## src/rtl/fpu_cmd_sequencer.sv

```systemverilog
// fpu_cmd_sequencer: FIFO-buffered FPU command issue with opcode decode, watchdog and tagged completion.
module fpu_cmd_sequencer #(
  parameter int OPC_W   = 4,
  parameter int TAG_W   = 4,
  parameter int DEPTH   = 4,
  parameter int TIMEOUT = 255
) (
  input  logic                     clk,
  input  logic                     rst_n,
  input  logic                     cmd_valid,
  output logic                     cmd_ready,
  input  logic [OPC_W-1:0]         cmd_opcode,
  input  logic [TAG_W-1:0]         cmd_tag,
  output logic                     start_alu,
  output logic [1:0]               alu_control,
  input  logic                     alu_done,
  output logic                     done,
  output logic [TAG_W-1:0]         done_tag,
  output logic                     err,
  output logic [1:0]               err_code,
  output logic                     busy,
  output logic [$clog2(DEPTH):0]   fifo_count
);
  localparam int AW = $clog2(DEPTH);
  localparam int CW = TIMEOUT > 1 ? $clog2(TIMEOUT) : 1;
  typedef enum logic [2:0] {IDLE, ISSUE, WAIT, DONE, ERR} state_e;
  state_e            state_q, state_d;
  logic [AW-1:0]     rd_q, rd_d, wr_q, wr_d;
  logic [AW:0]       cnt_q, cnt_d;
  logic [OPC_W-1:0]  op_q, op_d;
  logic [TAG_W-1:0]  tag_q, tag_d;
  logic [CW-1:0]     wd_q, wd_d;
  logic [1:0]        code_q, code_d;
  logic [OPC_W+TAG_W-1:0] mem_q [DEPTH];
  logic              push, pop, fin;
  logic [OPC_W-1:0]  head_op;
  assign cmd_ready = cnt_q != (AW+1)'(DEPTH);
  assign push      = cmd_valid && cmd_ready;
  assign pop       = state_q == IDLE && cnt_q != '0;
  assign head_op   = mem_q[rd_q][OPC_W+TAG_W-1:TAG_W];
  always_ff @(posedge clk) begin
    if (push) mem_q[wr_q] <= {cmd_opcode, cmd_tag};
  end
  always_comb begin
    state_d = state_q;
    op_d    = op_q;
    tag_d   = tag_q;
    wd_d    = wd_q;
    code_d  = code_q;
    wr_d    = push ? wr_q + AW'(1) : wr_q;
    rd_d    = pop ? rd_q + AW'(1) : rd_q;
    cnt_d   = cnt_q + (AW+1)'(push) - (AW+1)'(pop);
    case (state_q)
      IDLE: if (pop) begin
        op_d    = head_op;
        tag_d   = mem_q[rd_q][TAG_W-1:0];
        code_d  = head_op > OPC_W'(3) ? 2'b01 : 2'b00;
        state_d = head_op > OPC_W'(3) ? ERR : ISSUE;
      end
      ISSUE: begin
        wd_d    = '0;
        state_d = WAIT;
      end
      // completion takes priority over a watchdog expiring in the same cycle
      WAIT: if (alu_done) begin
        code_d  = 2'b00;
        state_d = DONE;
      end else if (TIMEOUT != 0 && wd_q == CW'(TIMEOUT - 1)) begin
        code_d  = 2'b10;
        state_d = DONE;
      end else begin
        wd_d = wd_q + CW'(1);
      end
      default: state_d = IDLE;
    endcase
  end
  always_ff @(posedge clk or negedge rst_n) begin
    if (!rst_n) begin
      state_q <= IDLE;
      rd_q    <= '0;
      wr_q    <= '0;
      cnt_q   <= '0;
      op_q    <= '0;
      tag_q   <= '0;
      wd_q    <= '0;
      code_q  <= '0;
    end else begin
      state_q <= state_d;
      rd_q    <= rd_d;
      wr_q    <= wr_d;
      cnt_q   <= cnt_d;
      op_q    <= op_d;
      tag_q   <= tag_d;
      wd_q    <= wd_d;
      code_q  <= code_d;
    end
  end
  assign fin         = state_q == DONE || state_q == ERR;
  assign start_alu   = state_q == ISSUE;
  assign alu_control = (state_q == ISSUE || state_q == WAIT || state_q == DONE) ? op_q[1:0] : 2'b00;
  assign done        = fin;
  assign done_tag    = fin ? tag_q : '0;
  assign err         = fin && code_q != 2'b00;
  assign err_code    = fin ? code_q : 2'b00;
  assign busy        = state_q != IDLE || cnt_q != '0;
  assign fifo_count  = cnt_q;
endmodule

```

## config.mk

```make
export PLATFORM = sky130hd
export DESIGN_NAME = fpu_cmd_sequencer
export DESIGN_NICKNAME = d
export VERILOG_FILES = /design/src/rtl/fpu_cmd_sequencer.sv
export SDC_FILE = /design/constraint.sdc
export NUM_CORES = 1
export LEC_CHECK = 0
export ABC_CLOCK_PERIOD_IN_PS = 3350
export BUFFER_PORTS_ARGS = -buffer_cell sky130_fd_sc_hd__buf_2
export CAP_MARGIN = 20
export CORE_MARGIN = 4
export CORE_UTILIZATION = 35
export CTS_CLUSTER_DIAMETER = 150
export DETAILED_ROUTE_END_ITERATION = 16
export GPL_TIMING_DRIVEN = 1
export SLEW_MARGIN = 20
export SYNTH_ARGS = -nofsm -noshare
export SYNTH_HDL_FRONTEND = slang
export SYNTH_SLANG_ARGS = --single-unit
```

## constraint.sdc

```tcl
create_clock -name clk -period 3.35 [get_ports clk]
set_input_delay 0.335 -clock clk [delete_from_list [all_inputs] [get_ports clk]]
set_output_delay 0.335 -clock clk [all_outputs]
set_load 0.005 [all_outputs]
```

Word-level counts from Yosys, hierarchy flattened
Memories as Yosys holds them, arrays and structs flattened.
Index checks and enable logic that the tools add are counted.

storage, ports and cells
  register bits = 26
  latch bits = 0
  bits in writable memories = 32
  memory bits (read-only) = 0
  bits of input ports = 12
  memories = 1

memories
  memory  depth  width  read ports  clocked after Yosys merged registers in  write ports  RTL line  RTL
  mem_q   4      8      1           0                                        1            34        logic [OPC_W+TAG_W-1:0] mem_q [DEPTH];

operators by class
  add/sub/neg operators = 5
  multipliers = 0
  div/mod/pow operators = 0
  magnitude comparators = 1
  equal/unequal tests = 10
  shift-type cells = 0
  muxes and demuxes = 18
  bitwise operators = 0
  reduce and logical (&&, ||, !) cells = 17

operator list
  operator             count
  $mux 8               2
  $pmux 8 s2           1
  $mux 3               4
  $mux 2               5
  $pmux 3 s3           1
  $add 8x1->8 const B  1
  $eq 8x8->1 const B   1
  $eq 3x2->1 const B   2
  $ne 2x2->1 const B   3
  $ne 3x3->1 const B   2
  $reduce_and 3->1     2
  $reduce_bool 2->1    3
  $reduce_bool 3->1    2
  $add 2x1->2 const B  2
  $gt 4x2->1 const B   1
  $logic_or 1x1->1     4
  $mux 4               1
  $pmux 2 s2           1
  $reduce_and 2->1     2
  $add 3x1->3          1
  $eq 3x1->1 const B   1
  $eq 3x3->1 const B   1
  $logic_and 1x1->1    3
  $logic_not 3->1      1
  2 further kinds      4

Depth between registers and ports, before layout
An unclocked memory read counts as a cell.

  depth in word-level cells = 5
  depth in mapped cells = 10
  depth with buffers taken out = 10

Least setup slack after synthesis
Ideal clock, no wire load.

  path kind = register to register
  start = register cnt_q[1] (netlist: fifo_count[1])
  end = register cnt_q[2] (netlist: fifo_count[2])
  library setup time = 0.123 ns
  arrival = 2.058 ns
  required time = 3.227 ns
  setup slack = 1.169 ns
  cell stages (with the launch flop) = 10
  buffers on the path = 0
  clock period less this slack = 2.181 ns
  cell sequence = dfrtp_1 -> nor3_1 -> nand2b_1 -> clkinv_1 -> ha_1 -> inv_1 -> ha_1 -> fa_1 -> xnor2_1 -> xnor2_1

on the way
  elaborated cells between the ends (all ways) = 6

RTL lines
  what                      RTL line  RTL
  start: declaration        29        logic [AW:0] cnt_q, cnt_d;
  start signal: assignment  91        cnt_q <= cnt_d;
  $reduce_bool 3->1         39        assign pop = state_q == IDLE && cnt_q != '0;
  $logic_and 1x1->1         39
  net pop                   35        logic push, pop, fin;
  $sub 3x1->3               52        cnt_d = cnt_q + (AW+1)'(push) - (AW+1)'(pop);
  net cnt_d[2]              29

The timed path passes the listed nets, and every way through them passes these cells.
A chain may end at the register's enable or synchronous reset.

Worst setup path in the final report
Same ends and word-level chain as after synthesis.

==> impl.org <==
** Status
- The flow ran to the end, and the final reports show no timing, DRC or antenna violations.

** Routing
- In the final routed layout, each cell accounts on average for 13.7 um.
- Vias per inst :: 4.61
- The count of nets left with antenna violations once routing finished came out at 0.
- The pre-antenna-repair detailed-routing pass consisted of 4 iterations.
- Wires add up to 4400 um.
- Via count :: 1475
- Iteration-0 DRC count of the detailed router :: 68
- DR DRC count :: 0

** Die
- In this run the vertical extent of the chip is 92.5 um.
- After floorplanning, the core was divided into 30 placement rows.
- Once the floorplan was initialized, standard cells occupied 36.4% of the core.
- Area of the die :: 8560 um^2
- During I/O placement, the number of pins put on the boundary was 28.
- From left edge to right edge, the die measures 92.5 um.
- In this run the standard cell core region covers 6870 um^2.

** Global route
- The number of global-route vias before repair came to 1515.
- Grt ovf :: 0
- The initial antenna violation count is 0.
- Pin count of the biggest net entering global routing :: 27
- For this run, the total global-route usage over all layers was measured as 11.7%.
- The first global-routing pass estimated 7470 um of wire.

** CTS
- Clock Sinks :: 58
- Worst-Skew Late Latency :: 0.34 ns
- Clock tree synthesis selected as its root buffer the cell clkbuf_8.
- H-tree depth :: 3
- Post-CTS repair changed the size of 0 cells.
- Maximum buffer depth of the clock tree :: 2
- TritonCTS clock tree :: done
- Once the clock tree was built, the setup fixing pass inserted 0 buffers.
- Clock tree synthesis inserted a total of 9 buffers.
- Clock transition at the register clock pins on the worst setup and hold paths after CTS :: 0.07 ns

** Logic synthesis
- Number of synthesized flops with an enable pin :: 32
- The share of the Yosys chip area taken by registers is 64.4%.
- Summed over its instances, the top area cell type makes up 38.4% of the synthesized netlist area.
- Synthesized flop and latch total :: 58
- Yosys warns :: 0
- The number of nets handed over by synthesis was 205.
- Top cell type by total area after synthesis :: edfxtp_1
- By instance count, the leading cell after synthesis is edfxtp_1.
- Leading register cell type out of synthesis :: edfxtp_1
- In the synthesized netlist the async set-or-reset flop fraction comes to 44.8%.
- Post-synthesis average cell area :: 13.6 um^2
- Counting distinct cell types in the post-synthesis netlist gives 38.
- Gate count of the mapped netlist :: 184
- The synthesized netlist occupies a cell area of 2500 um^2.
- In the post-synthesis netlist, the biggest area contributors are edfxtp_1 (38%), dfrtp_1 (26%), mux4_2 (6.3%).
- Post-synth top cells :: edfxtp_1 (32), nand2_1 (30), dfrtp_1 (26), nor2_1 (13)

** Cells and area
- Number of nets in the final layout :: 240
- Antenna fix cells :: 0
- Fill cells in the final layout number 647.
- Number of cells in the finished layout apart from fillers :: 320
- Relative area change from synthesis to final layout :: 18.7%
- Fraction of final layout cells sized beyond drive strength 1 :: 25.0%

** Setup path
- For the worst setup path, the data arrival time is 3.05 ns.
- CP Max Fanout :: 11
- The critical path starts at fifo_count[1]$_DFF_PN0_.
- Data on the critical path is required at its endpoint by 3.61 ns.
- Crit Path Category :: flip-flop to flip-flop
- The worst setup path is captured at a flip-flop.
- The worst setup path is launched from a flip-flop.
- R2r startpoint :: fifo_count[1]$_DFF_PN0_

** Placement
- Routability-driven placement finished with a final weighted congestion of 0.749.
- Port bufs :: 27
- Dpl cells :: 303
- Detailed-placement wirelength estimate :: 3060 um
- Timing analysis after detailed placement gives a worst setup slack of 0.589 ns.

** Power
- Net switching power :: 0.831 mW
- The design draws 2.57 mW.
- The worst-case IR drop observed on VDD is 0.000434 V.
- Net switching is 32.4% of the power.
- The analysis attributes to cell leakage a power of 1.23 nW.
- Int Power :: 1.73 mW
- Fraction of power consumed by the clock network :: 28.3%
- Dividing total power by cell area gives a power density of 864 nW/um^2.
- The share of total power dissipated in combinational logic is 28.1%.
- The share of total power dissipated in sequential elements is 43.5%.

** Timing
- Setup violations remaining at the end of the flow were counted as 0.
- Final WS setup :: 0.569 ns
- Derived from the worst setup path, the maximum achievable clock frequency is 360 MHz.
- Final critical path time including I/O delays and setup :: 2.78 ns
- Setup clock skew after layout :: 0.00758 ns
- Accumulated negative setup slack :: 0 ns
- The number of hold-slack violations in the final timing report is 0.
- The tightest hold path in the finished design has a slack of 0.204 ns.
- In this run the tightest slew margin relative to its limit is 60.8%.
- The count of pins over their slew limit is 0.
- Setup repair after global routing left no endpoint under its margin.
- Of the available clock period, the critical path in the final layout requires 83.0%.
- Measured slew at the worst slew-check pin :: 0.588 ns

** Hold path
- Hold WC Path Type :: input pin to flip-flop
- Hold_sp :: cmd_tag[1]

** Flow run
- Max-cap violations in this run came to 0.
## through the flow
stage               util [%]  area (um^2)
CTS                     43.2         2970
global placement        39.8         2730
detailed placement      39.8         2730
floorplan                  -         2500
global route            43.2         2970
finish                  43.2         2970
## flip-flops by register name (all words and copies together), names as in the netlist
signal / cells
state_q: 3
rd_q: 2
wr_q: 2
op_q: 2
code_q: 2
fifo_count: 3
tag_q: 4
mem_q: 32
wd_q: 8
## kinds of logic (layout without fill, tap and decap cells)
kind of cell / Yosys count / after routing / share of synthesized area, %
simple gates: 72 / 72 / 14.4
flops: 58 / 58 / 64.4
compound gates: 15 / 15 / 4.10
buf+inv: 13 / 53 / 2.30
fa+ha+maj: 9 / 9 / 4.80
mux: 9 / 9 / 7.15
xor+xnor: 8 / 8 / 2.80
## per-layer routing
| layer | share of wire, % | vias to the layer above | track usage (%) |
|---|---|---|---|
| met4 | 1.3 | 0 | 4.46 |
| met1 | 45 | 713 | 14.8 |
| met3 | 6.6 | 8 | 5.36 |
| met5 | 0 | - | 0 |
| li1 | - | 722 | - |
| met2 | 48 | 32 | 17.6 |
## layout by cell type (no fill, tap or decap), types with 3 or more instances in the layout
cell type,count
and3_1,5
inv_1,7
mux4_2,7
o21ai_0,5
buf_2,27
nand2_1,30
edfxtp_1,32
nor3b_1,3
ha_1,8
xnor2_1,5
clkbuf_8,9
nor2_1,13
nand3_1,3
dfrtp_1,26
xor2_1,3
and2_1,8
clkinv_4,3
## worst max-delay path, cell delays in order (launching register included)
cell and delay, ns:
dfrtp_1 0.41, nor3_1 0.25, nand2b_1 0.42, clkinv_1 0.34
ha_1 0.36, inv_1 0.04, ha_1 0.19, fa_1 0.38
xnor2_1 0.17, xnor2_1 0.13
## power by group through the flow
stage | sequential [mW] | clock [mW] | combinational, mW
after global routing | 1.15 | 0.781 | 0.833
after global placement | 1.13 | 0 | 0.720
after floorplan | 1.05 | 0 | 0.592
after detailed placement | 1.13 | 0 | 0.745
after CTS | 1.12 | 0.743 | 0.746
final | 1.12 | 0.727 | 0.722
## path summary, 6_finish.rpt
| check | end | slack, ns | cells after the start |
|---|---|---|---|
| max in group asynchronous | tag_q[1]$_DFFE_PN0P_ | 2.43 | 2 |
| min in group asynchronous | wd_q[3]$_DFFE_PN0P_ | 0.52 | 2 |
| worst min-delay path | mem_q[2][1]$_DFFE_PP_ | 0.20 | 1 |
| worst max register to register | fifo_count[2]$_DFF_PN0_ | 0.57 | 9 |
| worst max-delay path | fifo_count[2]$_DFF_PN0_ | 0.57 | 9 |
| worst min register to register | tag_q[2]$_DFFE_PN0P_ | 0.47 | 2 |
## timing repair
action | in CTS | in global routing
setup endpoints to repair | 0 | 0
hold endpoints to repair | 13 | 0
hold buffers | 1 | 0
## area by class of cell
type / instances / area (um^2) / share of cell area, %
multi-input cells: 113 / 832 / 28.0
well taps: 96 / 120 / 4.05
inverters: 9 / 33.8 / 1.14
repair buffers: 28 / 145 / 4.89
clock inverters: 7 / 103 / 3.46
clock buffers: 9 / 124 / 4.17
flip-flops and latches: 58 / 1610 / 54.3
No activity file was read; power rests on OpenSTA's default activity.
